**src/rtl/pc_sequencer.sv**
```systemverilog
`timescale 1ns/1ps
// pc_sequencer: fetch/decode/exec sequencer that owns the PC and the instruction register
module pc_sequencer #(
  parameter int PC_WIDTH = 8,
  parameter int INSTR_WIDTH = 16,
  parameter logic [PC_WIDTH-1:0] RESET_PC = '0
) (
  input  logic                   clk,
  input  logic                   rst,
  output logic                   imem_req,
  output logic [PC_WIDTH-1:0]    imem_addr,
  input  logic                   imem_ack,
  input  logic [INSTR_WIDTH-1:0] imem_data,
  output logic [INSTR_WIDTH-1:0] ir,
  output logic                   ir_valid,
  input  logic                   exec_done,
  input  logic                   branch_taken,
  input  logic [PC_WIDTH-1:0]    branch_target,
  input  logic                   halt,
  output logic [PC_WIDTH-1:0]    pc,
  output logic                   halted
);
  typedef enum logic [2:0] {BOOT, FETCH, DECODE, EXEC, HALT} state_t;
  state_t state, next_state;
  always_ff @(posedge clk or negedge rst)
    if (!rst) state <= BOOT;
    else state <= next_state;
  always_comb
    next_state = state == BOOT   ? FETCH :
                 state == FETCH  ? (imem_ack ? DECODE : FETCH) :
                 state == DECODE ? EXEC :
                 state == EXEC   ? (exec_done ? (halt ? HALT : FETCH) : EXEC) :
                 HALT;
  // outputs decode from state alone so an async reset clears them without a clock
  always_comb begin
    imem_req = state == FETCH;
    ir_valid = state == DECODE;
    halted = state == HALT;
  end
  assign imem_addr = pc;
  always_ff @(posedge clk or negedge rst)
    if (!rst) begin
      pc <= RESET_PC;
      ir <= '0;
    end else begin
      if (state == FETCH && imem_ack) ir <= imem_data;
      if (state == EXEC && exec_done) pc <= branch_taken ? branch_target : pc + PC_WIDTH'(1);
    end
endmodule

```
**config.mk**
```make
export PLATFORM = sky130hd
export DESIGN_NAME = pc_sequencer
export DESIGN_NICKNAME = d
export VERILOG_FILES = /design/src/rtl/pc_sequencer.sv
export SDC_FILE = /design/constraint.sdc
export NUM_CORES = 1
export LEC_CHECK = 0
export CAP_MARGIN = 25
export CORE_AREA = 2 2 72 74
export CTS_CLUSTER_SIZE = 14
export DETAILED_ROUTE_END_ITERATION = 6
export DIE_AREA = 0 0 74 76
export SETUP_SLACK_MARGIN = 0.4
export SKIP_LAST_GASP = 1
export SYNTH_ARGS = -nofsm -noshare
export SYNTH_HDL_FRONTEND = slang
export SYNTH_SLANG_ARGS = --single-unit
```
**constraint.sdc**
```tcl
create_clock -name clk -period 1.68 [get_ports clk]
set_clock_uncertainty 0.2 [all_clocks]
set_input_delay 0.252 -clock clk [delete_from_list [all_inputs] [get_ports clk]]
set_output_delay 0.252 -clock clk [all_outputs]
set_load 0.01 [all_outputs]
```
Word-level counts from Yosys, hierarchy flattened. Index checks and enable logic that the tools add are counted.

Input port bits: 30. Register bits after elaboration: 27. Output and inout bits: 35. Word-level logic and storage cells: 19.

Mux-type cells: 8. Reductions and logical operators: 3. Equality and inequality tests: 4. $add $sub $neg: 1.

Operator list (number): $mux 3 (6); $add 8x1->8 const B (1); $mux 8 (1); $eq 3x2->1 const B (2); $eq 3x1->1 const B (1); $eq 3x3->1 const B (1); $logic_not 3->1 (1); $logic_and 1x1->1 (2); $mux 2 (1).

Logic depth before layout (Yosys ltp). Gate-level depths: netlist of the first run.

Depth in word-level cells: 6. Depth in mapped cells: 5. Gate-level depth less buffers: 5.

Least setup slack after synthesis of the first run. OpenSTA, ideal clock, no wires.

Kind: register to register. From: reg state[2]. To: reg ir[0]. Data arrival time: 1.415 ns. Data required time: 1.355 ns. Setup time: 0.125 ns. Clock period less this slack: 1.741 ns. Path buffers: 2. Path slack: -0.061 ns. Stages on the path, launching flop included: 6. Path through: dfrtp_1 -> nor3b_2 -> and2_4 -> buf_12 -> buf_12 -> mux2_4.

Word-level cells in the longest chain between the ends: 2.

Ends and longest elaborated chain: start, declared (line 24) `state_t state, next_state;`; start signal, assigned (line 27) `else state <= next_state;`; $eq 3x1->1; named net imem_req (line 10) `output logic imem_req,`; $logic_and 1x1->1 (line 46) `if (state == FETCH && imem_ack) ir <= imem_data;`; end signal, assigned (line 46); end, declared (line 14) `output logic [INSTR_WIDTH-1:0] ir,`.

The timed path passes the listed nets, and every way through them passes these cells. A chain may end at the register's enable or synchronous reset.

Worst setup path in the final report of the first run.
From: reg state[1]. To: reg ir[6].

Word-level cells in the longest chain between the ends: 2.

Ends and longest elaborated chain (line): $eq 3x1->1 (46); $logic_and 1x1->1 (46).

Every way passes these cells.

==> flow_results.org, run 1 <==
** Critical path
- For this design, the slowest cell found on the critical path is sky130_fd_sc_hd__dfrtp_2.
- The critical path is of the flip-flop to flip-flop type.
- For flop-to-flop paths, the worst setup slack is 0.03 ns.
- Data arrival, critical path :: 1.61 ns
- The endpoint identified for the worst register-to-register timing path is ir[6].
- STA classifies the critical path endpoint as a flip-flop.
- At the worst endpoint, the required time is 1.64 ns.
- Of all nets on the critical path, the largest fanout is 15.
- Cell family contributing the most delay on the critical path :: flip-flops
- Series of cell instances along the critical path :: nor3b_2, and2_4, buf_12, mux2_2
- Worst setup SP type :: flip-flop
- On the worst path, the slowest cell contributes a delay of 0.44 ns.
- Together, buffers and inverters on the worst path number 1.
- Launch instance of the worst register-to-register path :: state[1]
- Measured in cells, the most critical reg-to-reg path has a length of 4.

** Synth
- Area leader, netlist :: sky130_fd_sc_hd__dfrtp_1
- A synthesized cell averages 12.1 um2.
- Of the synthesized area, sequential elements account for 51.1%.
- Counting distinct cell types in the post-synthesis netlist gives 27.
- Post-synthesis cell count :: 109
- Synthesis produced a netlist with a net count of 140.
- Combined area of all synthesized cells :: 1320 um2
- Top cells by area, synth :: sky130_fd_sc_hd__dfrtp_1 (51%), sky130_fd_sc_hd__mux2_4 (10%), sky130_fd_sc_hd__mux2_2 (6.0%)
- After synthesis the netlist holds a flip-flop and latch count of 27.
- Number of synthesis warnings :: 0
- The top cell type by area accounts for 51.1% of the synthesized area.

** Timing
- Dividing the final minimum period by the clock period gives 98.0%.
- Max-slew headroom at the worst pin :: 75.3%
- Least setup slack across all paths after layout :: 0.0336 ns
- For this run, the top clock speed supported by timing is 0.607 GHz.
- Actual transition at the worst max-transition pin :: 0.371 ns
- Setup repair after global routing could not meet its margin everywhere.
- The final hold violation count was 0.
- Final count of pins violating max slew :: 0
- The smallest clock period supported by the final layout is computed as 1.65 ns.
- Worst Hold Slack :: 0.178 ns
- Setup violations remaining at the end of the flow were counted as 0.

** Global route
- Via count of the first global-routing pass :: 1248
- Global routing consumed, over all layers together, 13.0% of the routing resources.
- Maximum number of pins on one net before global-route repair :: 28
- Global-route congestion overflow total :: 0
- Wire length of the first global-routing pass :: 5780 um
- Antenna violations before repair :: 0

** Placement
- Once detailed placement completed, the half-perimeter wirelength came to 2350 um.
- Port Buf Inserts :: 64
- The number of placed instances, taps included, is 240.
- Routability-driven placement finished with a final weighted congestion of 0.767.
- The placed instances occupy a cell area of 2040 um2.
- Pre-CTS setup slack :: -0.150 ns

** Drt
- Residual DRC count :: 0
- Post-DR vias/cell :: 4.46
- Wire per inst :: 12.9 um
- The first routing iteration left 56 violations.
- After detailed routing, the total wire length is 3610 um.
- Drt first pass iters :: 4
- Remaining antenna violation count :: 0
- The final route contains 1243 vias.

** Job
- Number of violations of the max-capacitance limit :: 0

** Floorplanning
- Top-Level Pins :: 65
- The initialized floorplan defines 26 standard-cell rows.
- The floorplan step defined a die boundary enclosing 5620 um2.
- Placeable Area :: 4910 um2
- Starting density of the core :: 26.9%
- Die boundary width :: 74 um
- Measured along the y axis, the die boundary spans 76 um.

** Cells and area
- Share of post-route cells with drive strength above 1 :: 57.9%
- 0 antenna diodes ended up in the layout.
- Final core utilization :: 47.7%
- Cell Count, Final, Fillers Out :: 279
- In the layout the commonest cells are sky130_fd_sc_hd__buf_4 (32), sky130_fd_sc_hd__clkdlybuf4s50_1 (29), sky130_fd_sc_hd__buf_2 (23).
- P&R area growth vs syn :: 77.2%
- Leaving out fill and tap cells, the most frequent cell in the layout is sky130_fd_sc_hd__buf_4.
- The final layout contains 241 nets.
- Area of all placed cells without fillers :: 2340 um2

** CTS
- Post-CTS Hold Fix Bufs :: 0
- After clock tree synthesis, the clock-pin slew on the worst setup and hold paths is 0.09 ns.
- CTS placed an instance of sky130_fd_sc_hd__clkbuf_8 at the clock tree root.
- In this run the deepest clock path goes through 2 buffers.
- The number of clock buffers added by TritonCTS is 3.
- Clk sinks :: 27
- CTS built an H-tree with a depth of 1.
- TritonCTS built the clock tree.
- Clk Latency, worst-skew pair :: 0.27 ns

** Power and ir drop
- For this design the ratio of total power to cell area is 1330 nW/um2.
- Across the VDD grid, the largest voltage drop is 0.549 mV.
- Leakage power total :: 1.07 nW

** Hold path
- Type of the most critical hold path :: primary input to async pin

** Outcome
- Status :: finished clean
where the power goes:
part,switching (mW),total (mW),internal (mW)
logic,0.610,1.65,1.04
clock network,0.193,0.362,0.170
registers,0.181,1.10,0.922
total,0.984,3.12,2.13
layer usage:
layer	vias up	track usage (%)	part of all wire (%)
met5	-	0	0
met4	0	2.18	0.14
met3	2	2.78	6.7
met2	52	24.0	53
met1	604	15.3	40
li1	585	-	-
cells in the mapped netlist:
library cell / number
sky130_fd_sc_hd__buf_1: 1
sky130_fd_sc_hd__dfrtp_1: 27
sky130_fd_sc_hd__and2_4: 1
sky130_fd_sc_hd__nand2_1: 8
sky130_fd_sc_hd__ha_1: 1
sky130_fd_sc_hd__and3_1: 3
sky130_fd_sc_hd__mux2_4: 9
sky130_fd_sc_hd__nand3_1: 8
sky130_fd_sc_hd__o21ai_0: 5
sky130_fd_sc_hd__a41o_2: 1
sky130_fd_sc_hd__nor3b_2: 1
sky130_fd_sc_hd__and4b_1: 1
sky130_fd_sc_hd__a211oi_1: 1
sky130_fd_sc_hd__buf_2: 1
sky130_fd_sc_hd__nor3b_1: 2
sky130_fd_sc_hd__buf_12: 2
sky130_fd_sc_hd__buf_4: 8
sky130_fd_sc_hd__inv_1: 1
sky130_fd_sc_hd__nor2_1: 4
sky130_fd_sc_hd__nor4_1: 1
sky130_fd_sc_hd__a311o_1: 1
sky130_fd_sc_hd__nand4b_1: 1
sky130_fd_sc_hd__o22ai_1: 5
sky130_fd_sc_hd__a21oi_1: 6
sky130_fd_sc_hd__mux2_2: 7
sky130_fd_sc_hd__nand3b_1: 1
sky130_fd_sc_hd__mux2i_1: 2
timing repair:
item	in CTS	in global routing
resized for setup	159	15
setup endpoints to repair	60	58
pin swaps	2	5
setup buffers	26	8
gates cloned	1	0
registers in the layout, indices dropped and copies added, names as in the netlist:
register,flops
ir,16
state,3
imem_addr,8
layout make-up:
| cell class | instances | area [um2] |
|---|---|---|
| Clock buffer | 4 | 45.0 |
| Fill cell | 471 | 2570 |
| Tap cell | 70 | 87.6 |
| Sequential cell | 27 | 684 |
| Timing Repair Buffer | 108 | 925 |
| Inverter | 1 | 3.75 |
| Multi-Input combinational cell | 69 | 598 |
how the worst max path moves through the flow:
stage / startpoint / end / slack, ns / cells after the start
after floorplan: state[2] / ir[0] / -0.06 / 5
after global placement: exec_done / imem_addr[5] / -0.1 / 6
after detailed placement: exec_done / imem_addr[7] / -0.15 / 6
after CTS: state[2] / ir[6] / 0.04 / 4
after global routing: state[1] / ir[6] / -0.04 / 4
final: state[1] / ir[6] / 0.03 / 4
logic make-up after synthesis:
family	Yosys count	synth area share, %
flip-flops	27	51.1
buffers and inverters	13	8.51
AND/OR/NAND/NOR	31	13.1
multiplexers	18	17.7
adder cells (fa/ha/maj)	1	0.946
AO/OA/AOI/OAI	19	8.70
per-stage QoR:
stage	TNS [ns]	power, mW
floorplan	-0.545	1.84
global placement	-1.01	2.54
detailed placement	-1.92	2.58
CTS	0	2.97
global route	-0.332	3.33
finish	0	3.12
Note: power is estimated with default switching activity, not from simulation.
==> run 2, diff against run 1 <==
Settings changed: CTS_CLUSTER_DIAMETER from default to 30.
==> results of run 2 <==
Final layout, timing and power as in run 1 (identical DEF).
